`src/rtl/writeback_buffer_if.sv`:
```
// Bus bundle between the MEM stage, the write-back buffer and the register-file write port.
// The slave modport is the buffer's view; the master modport is the surrounding pipeline's view.
interface writeback_buffer_if #(
  parameter int unsigned DATA_WIDTH = 20,
  parameter int unsigned ADDR_WIDTH = 4,
  parameter int unsigned CNT_WIDTH  = 32
);
  logic                  in_valid;
  logic                  in_ready;
  logic [DATA_WIDTH-1:0] instr;
  logic [DATA_WIDTH-1:0] alu_result;
  logic [DATA_WIDTH-1:0] mem_data;
  logic [ADDR_WIDTH-1:0] dest_addr;
  logic                  rf_we;
  logic [ADDR_WIDTH-1:0] rf_addr;
  logic [DATA_WIDTH-1:0] rf_data;
  logic                  rf_ready;
  logic [ADDR_WIDTH-1:0] fwd_query_addr;
  logic                  fwd_hit;
  logic [DATA_WIDTH-1:0] fwd_data;
  logic [CNT_WIDTH-1:0]  retired_count;

  modport slave (
    input  in_valid, instr, alu_result, mem_data, dest_addr, rf_ready, fwd_query_addr,
    output in_ready, rf_we, rf_addr, rf_data, fwd_hit, fwd_data, retired_count
  );

  modport master (
    output in_valid, instr, alu_result, mem_data, dest_addr, rf_ready, fwd_query_addr,
    input  in_ready, rf_we, rf_addr, rf_data, fwd_hit, fwd_data, retired_count
  );
endinterface

```
`src/rtl/writeback_buffer.sv`:
```
// Write-back stage: selects ALU/load result, queues register writes in a small FIFO so a busy
// register-file port does not stall MEM, forwards from pending writes and counts retirements.
module writeback_buffer #(
  parameter int unsigned                DATA_WIDTH     = 20,
  parameter int unsigned                ADDR_WIDTH     = 4,
  parameter int unsigned                OPCODE_WIDTH   = 4,
  parameter int unsigned                DEPTH          = 2,
  parameter logic [OPCODE_WIDTH-1:0]    STORE_OPCODE   = 4'b1100,
  parameter logic [OPCODE_WIDTH-1:0]    LOAD_OPCODE_A  = 4'b1111,
  parameter logic [OPCODE_WIDTH-1:0]    LOAD_OPCODE_B  = 4'b1101,
  parameter bit                         ZERO_REG_WIRED = 1'b1,
  parameter int unsigned                CNT_WIDTH      = 32
) (
  input  logic                clock,
  input  logic                reset,
  input  logic                flush,
  writeback_buffer_if.slave   bus
);

  localparam int unsigned PTR_W   = (DEPTH > 1) ? $clog2(DEPTH) : 1;
  localparam int unsigned COUNT_W = $clog2(DEPTH + 1);

  logic                  r_we   [DEPTH];
  logic [ADDR_WIDTH-1:0] r_addr [DEPTH];
  logic [DATA_WIDTH-1:0] r_data [DEPTH];
  logic [PTR_W-1:0]      r_wr_ptr;
  logic [PTR_W-1:0]      r_rd_ptr;
  logic [COUNT_W-1:0]    r_count;
  logic [CNT_WIDTH-1:0]  r_retired;

  logic [OPCODE_WIDTH-1:0] w_opcode;
  logic                    w_is_load;
  logic                    w_new_we;
  logic [DATA_WIDTH-1:0]   w_new_data;
  logic                    w_in_ready;
  logic                    w_push;
  logic                    w_head_valid;
  logic                    w_head_we;
  logic                    w_rf_we;
  logic                    w_pop;
  logic                    w_count_retire;
  logic                    w_fwd_hit;
  logic [DATA_WIDTH-1:0]   w_fwd_data;

  // Decode of the incoming instruction
  assign w_opcode   = bus.instr[DATA_WIDTH-1 -: OPCODE_WIDTH];
  assign w_is_load  = (w_opcode == LOAD_OPCODE_A) || (w_opcode == LOAD_OPCODE_B);
  assign w_new_data = w_is_load ? bus.mem_data : bus.alu_result;
  assign w_new_we   = (w_opcode != STORE_OPCODE) &&
                      !(ZERO_REG_WIRED && (bus.dest_addr == '0));

  // Ready depends only on the registered occupancy, so a pop never opens a slot in the same cycle
  assign w_in_ready   = (r_count != COUNT_W'(DEPTH));
  assign w_push       = bus.in_valid && w_in_ready && !flush;
  assign w_head_valid = (r_count != '0);
  assign w_head_we    = r_we[r_rd_ptr];
  assign w_rf_we      = w_head_valid && w_head_we;
  assign w_pop        = w_head_valid && (!w_head_we || bus.rf_ready);
  // During flush only a real register-file write counts as retired
  assign w_count_retire = flush ? (w_rf_we && bus.rf_ready) : w_pop;

  // Youngest matching pending write wins: scan oldest to youngest, later matches override
  always_comb begin
    logic [PTR_W-1:0] idx;
    w_fwd_hit  = 1'b0;
    w_fwd_data = '0;
    idx        = r_rd_ptr;
    for (int k = 0; k < int'(DEPTH); k++) begin
      idx = r_rd_ptr + PTR_W'(k);
      if ((COUNT_W'(k) < r_count) && r_we[idx] && (r_addr[idx] == bus.fwd_query_addr)) begin
        w_fwd_hit  = 1'b1;
        w_fwd_data = r_data[idx];
      end
    end
  end

  always_ff @(posedge clock) begin
    if (reset) begin
      r_wr_ptr  <= '0;
      r_rd_ptr  <= '0;
      r_count   <= '0;
      r_retired <= '0;
      for (int i = 0; i < int'(DEPTH); i++) begin
        r_we[i]   <= 1'b0;
        r_addr[i] <= '0;
        r_data[i] <= '0;
      end
    end else begin
      if (w_count_retire) begin
        r_retired <= r_retired + CNT_WIDTH'(1);
      end
      if (flush) begin
        r_wr_ptr <= '0;
        r_rd_ptr <= '0;
        r_count  <= '0;
      end else begin
        if (w_push) begin
          r_we[r_wr_ptr]   <= w_new_we;
          r_addr[r_wr_ptr] <= bus.dest_addr;
          r_data[r_wr_ptr] <= w_new_data;
          r_wr_ptr         <= r_wr_ptr + PTR_W'(1);
        end
        if (w_pop) begin
          r_rd_ptr <= r_rd_ptr + PTR_W'(1);
        end
        case ({w_push, w_pop})
          2'b10:   r_count <= r_count + COUNT_W'(1);
          2'b01:   r_count <= r_count - COUNT_W'(1);
          default: r_count <= r_count;
        endcase
      end
    end
  end

  assign bus.in_ready      = w_in_ready;
  assign bus.rf_we         = w_rf_we;
  assign bus.rf_addr       = w_head_valid ? r_addr[r_rd_ptr] : '0;
  assign bus.rf_data       = w_head_valid ? r_data[r_rd_ptr] : '0;
  assign bus.fwd_hit       = w_fwd_hit;
  assign bus.fwd_data      = w_fwd_data;
  assign bus.retired_count = r_retired;

endmodule

```
`src/flat_wrapper.sv`:
```
// flat-port wrapper written by rule: the top's interface ports become plain ports
module writeback_buffer_flat 
#(
  parameter int unsigned                DATA_WIDTH     = 20,
  parameter int unsigned                ADDR_WIDTH     = 4,
  parameter int unsigned                OPCODE_WIDTH   = 4,
  parameter int unsigned                DEPTH          = 2,
  parameter logic [OPCODE_WIDTH-1:0]    STORE_OPCODE   = 4'b1100,
  parameter logic [OPCODE_WIDTH-1:0]    LOAD_OPCODE_A  = 4'b1111,
  parameter logic [OPCODE_WIDTH-1:0]    LOAD_OPCODE_B  = 4'b1101,
  parameter bit                         ZERO_REG_WIRED = 1'b1,
  parameter int unsigned                CNT_WIDTH      = 32
)
  (clock, reset, flush, bus_in_valid, bus_instr, bus_alu_result, bus_mem_data, bus_dest_addr, bus_rf_ready, bus_fwd_query_addr, bus_in_ready, bus_rf_we, bus_rf_addr, bus_rf_data, bus_fwd_hit, bus_fwd_data, bus_retired_count);
  writeback_buffer_if #(.DATA_WIDTH(DATA_WIDTH), .ADDR_WIDTH(ADDR_WIDTH), .CNT_WIDTH(CNT_WIDTH)) bus_i ();
  input  logic clock;
  input  logic reset;
  input  logic flush;
  input wire logic [$bits(bus_i.in_valid)-1:0] bus_in_valid;
  input wire logic [$bits(bus_i.instr)-1:0] bus_instr;
  input wire logic [$bits(bus_i.alu_result)-1:0] bus_alu_result;
  input wire logic [$bits(bus_i.mem_data)-1:0] bus_mem_data;
  input wire logic [$bits(bus_i.dest_addr)-1:0] bus_dest_addr;
  input wire logic [$bits(bus_i.rf_ready)-1:0] bus_rf_ready;
  input wire logic [$bits(bus_i.fwd_query_addr)-1:0] bus_fwd_query_addr;
  output wire logic [$bits(bus_i.in_ready)-1:0] bus_in_ready;
  output wire logic [$bits(bus_i.rf_we)-1:0] bus_rf_we;
  output wire logic [$bits(bus_i.rf_addr)-1:0] bus_rf_addr;
  output wire logic [$bits(bus_i.rf_data)-1:0] bus_rf_data;
  output wire logic [$bits(bus_i.fwd_hit)-1:0] bus_fwd_hit;
  output wire logic [$bits(bus_i.fwd_data)-1:0] bus_fwd_data;
  output wire logic [$bits(bus_i.retired_count)-1:0] bus_retired_count;
  assign bus_i.in_valid = bus_in_valid;
  assign bus_i.instr = bus_instr;
  assign bus_i.alu_result = bus_alu_result;
  assign bus_i.mem_data = bus_mem_data;
  assign bus_i.dest_addr = bus_dest_addr;
  assign bus_i.rf_ready = bus_rf_ready;
  assign bus_i.fwd_query_addr = bus_fwd_query_addr;
  assign bus_in_ready = bus_i.in_ready;
  assign bus_rf_we = bus_i.rf_we;
  assign bus_rf_addr = bus_i.rf_addr;
  assign bus_rf_data = bus_i.rf_data;
  assign bus_fwd_hit = bus_i.fwd_hit;
  assign bus_fwd_data = bus_i.fwd_data;
  assign bus_retired_count = bus_i.retired_count;
  writeback_buffer #(.DATA_WIDTH(DATA_WIDTH), .ADDR_WIDTH(ADDR_WIDTH), .OPCODE_WIDTH(OPCODE_WIDTH), .DEPTH(DEPTH), .STORE_OPCODE(STORE_OPCODE), .LOAD_OPCODE_A(LOAD_OPCODE_A), .LOAD_OPCODE_B(LOAD_OPCODE_B), .ZERO_REG_WIRED(ZERO_REG_WIRED), .CNT_WIDTH(CNT_WIDTH)) u_core (.clock(clock), .reset(reset), .flush(flush), .bus(bus_i));
endmodule
```
`config.mk`:
```
export PLATFORM = sky130hd
export DESIGN_NAME = writeback_buffer_flat
export DESIGN_NICKNAME = d
export VERILOG_FILES = /design/src/rtl/writeback_buffer_if.sv /design/src/rtl/writeback_buffer.sv /design/src/flat_wrapper.sv
export SDC_FILE = /design/constraint.sdc
export NUM_CORES = 1
export LEC_CHECK = 0
export ABC_CLOCK_PERIOD_IN_PS = 3500
export CAP_MARGIN = 0
export CORE_UTILIZATION = 30
export DETAILED_ROUTE_END_ITERATION = 8
export HOLD_SLACK_MARGIN = 0.02
export PLACE_DENSITY = 0.6
export SLEW_MARGIN = 20
export SYNTH_ARGS = -nofsm -noshare
export SYNTH_HDL_FRONTEND = slang
export SYNTH_SLANG_ARGS = --single-unit
```
`constraint.sdc`:
```
create_clock -name clock -period 3.5 [get_ports clock]
set_input_delay 0.525 -clock clock [delete_from_list [all_inputs] [get_ports clock]]
set_output_delay 0.525 -clock clock [all_outputs]
set_load 0.02 [all_outputs]
```
## After elaboration in Yosys (flattened, before gate mapping)

Memory sizes are Yosys's and may differ from the RTL's. A register that Yosys moved wholly into a read port is not among the register bits.
Index checks and enable logic that the tools add are counted.
W data, S select, Z words.

| word-level totals | value |
|---|---|
| flip-flop bits (word level) | 36 |
| bits in latches | 0 |
| bits in writable memories | 50 |
| bits in read-only memories | 0 |
| logic and storage cells | 74 |
| memories kept | 3 |

Memory list:

| name | depth | bits a word | read ports | clocked after memory_dff | write ports | line | source |
|---|---|---|---|---|---|---|---|
| u_core.r_data | 2 | 20 | 2 | 1 | 2 | writeback_buffer.sv:25 | `logic [DATA_WIDTH-1:0] r_data [DEPTH];` |
| u_core.r_addr | 2 | 4 | 2 | 1 | 2 | writeback_buffer.sv:24 | `logic [ADDR_WIDTH-1:0] r_addr [DEPTH];` |
| u_core.r_we | 2 | 1 | 2 | 1 | 2 | writeback_buffer.sv:23 | `logic r_we [DEPTH];` |

| operators by class | value |
|---|---|
| add/sub/neg operators | 5 |
| $mul | 0 |
| divide/modulo/power cells | 0 |
| $lt $le $gt $ge | 2 |
| equal/unequal tests | 8 |
| shift-type cells | 0 |
| multiplexer cells | 30 |
| bitwise operators | 0 |
| reductions and logical operators | 22 |

Operators by type and width:

| operator | number |
|---|---|
| $mux W20 | 5 |
| $add A32 B1 Y32 const B | 1 |
| $mux W1 | 22 |
| $reduce_or A20 Y1 | 1 |
| $logic_and A1 B1 Y1 | 10 |
| $eq A4 B4 Y1 | 2 |
| $eq A4 B4 Y1 const B | 2 |
| $mux W4 | 2 |
| $logic_not A4 Y1 | 1 |
| $lt A1 B2 Y1 const A | 2 |
| $ne A4 B4 Y1 const B | 1 |
| $pmux W2 S2 | 1 |
| $reduce_bool A2 Y1 | 2 |
| $reduce_or A4 Y1 | 1 |
| $logic_not A1 Y1 | 3 |
| $add A1 B1 Y1 const B | 2 |
| $add A2 B1 Y2 const B | 1 |
| $eq A2 B1 Y1 const B | 1 |
| $eq A2 B2 Y1 const B | 1 |
| $logic_or A1 B1 Y1 | 2 |
| $ne A2 B2 Y1 const B | 1 |
| $reduce_or A2 Y1 | 1 |
| $sub A2 B1 Y2 const B | 1 |
| $reduce_or A1 Y1 | 1 |

## Longest topological paths before layout

| logic depth | value |
|---|---|
| word-level depth | 9 |
| depth in mapped cells | 8 |

## Worst setup path after synthesis

OpenSTA, ideal clock, no wires.

| timing | value |
|---|---|
| path kind | register to output |
| start | register u_core.r_rd_ptr |
| end | output port bus_fwd_data[0] |
| arrival | 2260 ps |
| path slack | 715 ps |
| cell stages (with the launch flop) | 9 |
| path buffers | 2 |
| path through | dfxtp_1 buf_6 mux2i_1 xnor2_1 or4_4 nor4_4 mux2_2 buf_4 a22o_2 |

| on the way | value |
|---|---|
| longest elaborated chain between the ends | 5 |
| elaborated cells between the ends (all ways) | 8 |
| classes of those cells | add/sub (1); eq/ne (1); mux (1); reduce/logical (2); memory (3) |

Ends and longest elaborated chain:

| item | line | source |
|---|---|---|
| start, declared | writeback_buffer.sv:27 | `logic [PTR_W-1:0] r_rd_ptr;` |
| start signal, assigned | writeback_buffer.sv:104 | `r_rd_ptr <= r_rd_ptr + PTR_W'(1);` |
| $add A1 B1 Y1 (*) | writeback_buffer.sv:69 | `idx = r_rd_ptr + PTR_W'(k);` |
| $mem_v2 Z2 W4 or $mem_v2 Z2 W1 (tied branches) | - |  |
| $eq A4 B4 Y1 or $logic_and A1 B1 Y1 (tied branches) | writeback_buffer.sv:70 | `if ((COUNT_W'(k) < r_count) && r_we[idx] && (r_addr[idx] == bus.fwd_query_addr)) begin` |
| $logic_and A1 B1 Y1 | writeback_buffer.sv:70 |  |
| $mux W20 (*) | writeback_buffer.sv:70 |  |
| end, declared | flat_wrapper.sv:31 | `output wire logic [$bits(bus_i.fwd_data)-1:0] bus_fwd_data;` |

Mark *: on every way between the ends. The rest lies on a longest branch, timed or not.

## Worst setup path after layout

| timing | value |
|---|---|
| start | input port bus_fwd_query_addr[3] |
| end | output port bus_fwd_data[7] |

| on the way | value |
|---|---|
| longest elaborated chain between the ends | 4 |
| elaborated cells between the ends (all ways) | 6 |
| classes of those cells | eq/ne (2); mux (2); reduce/logical (2) |

Ends and longest elaborated chain:

| item | line | source |
|---|---|---|
| start, declared | flat_wrapper.sv:25 | `input wire logic [$bits(bus_i.fwd_query_addr)-1:0] bus_fwd_query_addr;` |
| $eq A4 B4 Y1 | writeback_buffer.sv:70 |  |
| $logic_and A1 B1 Y1 | writeback_buffer.sv:70 |  |
| $mux W20 | writeback_buffer.sv:70 |  |
| $mux W20 (*) | writeback_buffer.sv:70 |  |

Marked as above.

==> results.toml <==
[outcome]
outcome = "complete, no violations"

[finish]
fillers = 1409
n_antenna_cell = 0
drive_above_1_share_pct = 14.96
multi_input_area_um2 = 2126
design_area_um2 = 6510
nets = 648
regArea_um2 = 2243
syn_to_final_growth_pct = 45.38

[clock_network]
clk_pin_slew_ns = 0.06
clk_latency_ns = 0.34
cts_sinks = 87
hold_buffers = 0
clockBufferDepth = 2
htreeDepth = 3
numCtsBuffers = 9
cts_root_buf = "clkbuf_16"
cts_tree = "built"

[global_routing]
overflow = 0
grt_first_pass_wirelength_um = 17790
grt_max_degree = 39
antenna_found_initial = 0
grt_pass1_vias = 3529
grt_usage_pct = 15.31

[logic_synthesis]
synth_area_um2 = 4478
synth_top_area_share_pct = 33.53
synth-seq-area-share_pct = 50.07
synth_area_leaders = "edfxtp_1 (34%), dfxtp_1 (17%), mux2i_1 (12%)"
yosys.area.top_type = "edfxtp_1"
ys_ff_latch = 87
synthCells = 428
synth_fp_nets = 506
syn_avg_cell_area_um2 = 10.46
ys_warn_count = 0
ys_types = 38

[drt]
antenna_left = 0
drt-wirelength-per-cell_um = 15.31
dr.pass1.iters = 4
drc_errors = 0
via_count = 3626
drt-total-wl_um = 11620
via_per_inst = 4.777
drtIter0Drc = 154

[floorplanning]
ios = 152
die_w_um = 124.2
design.core.area_um2 = 14530
fp.dieH_um = 124.2
initial_core_util_pct = 30.81
row_count = 44
die_area_um2 = 15420

[pwr]
p_seq_share_pct = 45.5
switching_power_mw = 0.6043
intPower_mw = 1.920
p_per_area_nw_per_um2 = 387.7
p_leak_nw = 2.430
clkPwrFrac_pct = 40.3
peakVddDrop_uv = 325.8
power_frac_comb_pct = 14.1
switching_share_pct = 23.94

[placed_design]
dpl_cell_area_um2 = 6088
place_ws_ns = -0.3710
portBuffers = 135
place_congestion = 0.7677
place_hpwl_um = 8185

[critical_path]
worstPathRequired_ns = 2.97
crit_start = "bus_fwd_query_addr[3]"
end_kind = "output port"
cp-start-kind = "primary input"
arrival_ns = 2.89
path_class = "in -> out"
cp_max_fo = 10

[sta]
worst_clock_skew_ns = 0.009158
timing.final.crit_share_pct = 97.53
worst_slack_ns = 0.08629
clock.fmax_ghz = 0.2929
period_needed_ns = 3.414
timing_hold_violations_final = 0
finalSetupViolCount = 0
slew_viol_final = 0
worst_slew_pin_slew_ns = 1.006
slew_headroom_pct = 32.39
rsz0062_at_grt = "no"

[flow_run]
cap_violations = 0

[worst_hold_path]
min_path_type = "reg -> reg"
min_from = "u_core.bus.retired_count[31]$_SDFFE_PP0P_"
## cells in the final DEF (no fill, tap or decap), types with 2 or more instances in the layout
cell type / n
clkdlybuf4s50_1: 115
nor2_1: 108
mux2i_1: 51
edfxtp_1: 50
dfxtp_1: 36
xor2_1: 30
clkdlybuf4s15_2: 20
nand3_1: 19
a22o_2: 19
buf_4: 19
xnor2_1: 15
nand2_1: 10
and3_1: 9
clkbuf_16: 9
nand4_1: 8
and4_1: 7
nor3_1: 7
inv_1: 5
ha_1: 5
and2_1: 4
nor4_4: 2
bufinv_16: 2
## registers in the layout (all words and copies together), names as in the netlist, named ones only
| register | flops |
|---|---|
| u_core.r_addr | 8 |
| u_core.r_data | 40 |
| u_core.r_count | 2 |
| u_core.r_wr_ptr | 1 |
| u_core.bus.retired_count | 32 |
| u_core.r_rd_ptr | 1 |
| u_core.r_we | 2 |
## Yosys cell counts
master     number
nor2_1        108
mux2i_1        52
edfxtp_1       50
dfxtp_1        37
xor2_1         30
a22o_2         19
nand3_1        19
clkbuf_1       15
xnor2_1        15
nand2_1        10
and3_1          9
nand4_1         8
and4_1          7
nor3_1          7
ha_1            5
inv_1           5
and2_1          4
buf_1           3
buf_6           3
buf_2           2
buf_4           2
nor4_1          2
a2111oi_0       1
a21o_2          1
a21oi_1         1
a22o_1          1
mux2_2          1
nand2b_1        1
nor2b_1         1
nor3b_1         1
nor4_2          1
nor4_4          1
nor4b_1         1
o21bai_1        1
o41ai_1         1
or2_2           1
or3_1           1
or4_4           1
## final timing paths
check	endpoint	slack (ns)	cells after the start
setup / recovery	bus_fwd_data[7]	0.09	9
hold / removal	u_core.bus.retired_count[31]$_SDFFE_PP0P_	0.53	2
setup reg to reg	u_core.bus.retired_count[31]$_SDFFE_PP0P_	0.87	7
hold reg to reg	u_core.bus.retired_count[31]$_SDFFE_PP0P_	0.53	2
## final cells by class
type                       instances  area share (%)
clock inverter                     7           1.461
inverter                           5          0.2883
sequential                        87           34.46
tap                              184           3.536
timing repair buffer             156           24.14
multi-input combinational        311           32.65
clock buffer                       9           3.460
## routing by layer
| metal | GRT usage, % | wire (um) |
|---|---|---|
| met2 | 26.80 | 5819 |
| met3 | 3.984 | 723 |
| met5 | 0 | 0 |
| met4 | 4.762 | 121 |
| met1 | 18.20 | 4957 |
## cells by family after synthesis
logic type      synth area share, %
compound gates                5.309
simple gates                  19.31
flops                         50.07
mux                           11.87
xor+xnor                      8.801
fa+ha+maj                     1.397
buf+inv                       3.241
## worst max-delay path, cell delays in order
cell and delay, ns:
clkdlybuf4s50_1 0.48, xnor2_1 0.16, or4_4 0.44, nor4_4 0.17
buf_4 0.18, mux2i_4 0.23, bufbuf_16 0.30, a22o_2 0.14
clkdlybuf4s15_2 0.26
## repair_timing
item | CTS | global route
cloned | 1 | 0
gates resized for setup | 62 | 0
buffers inserted | 1 | 2
setup endpoints to repair | 20 | 10
endpoints found under the hold margin | 0 | 0
pin swaps | 1 | 0
## power by group through the flow
stage               clock, mW  sequential (mW)  combinational [mW]
detailed placement          0             1.17               0.359
global route             1.08             1.15               0.390
floorplan                   0             1.17               0.188
CTS                      1.04             1.15               0.361
finish                   1.02             1.15               0.357
global placement            0             1.17               0.353
## metrics by stage
stage,std cells,TNS [ns],power [mW],utilization [%],hold WS (ns)
final,759,0,2.524,44.79,0.5342
after global routing,759,0,2.629,44.79,0.5769
after CTS,757,0,2.550,44.63,0.5328
after detailed placement,739,-6.824,1.531,41.89,0.5126
after global placement,739,-6.650,1.522,41.89,0.5033
after floorplan,428,0,1.354,-,0.5176
(Power assumes the default switching activity.)
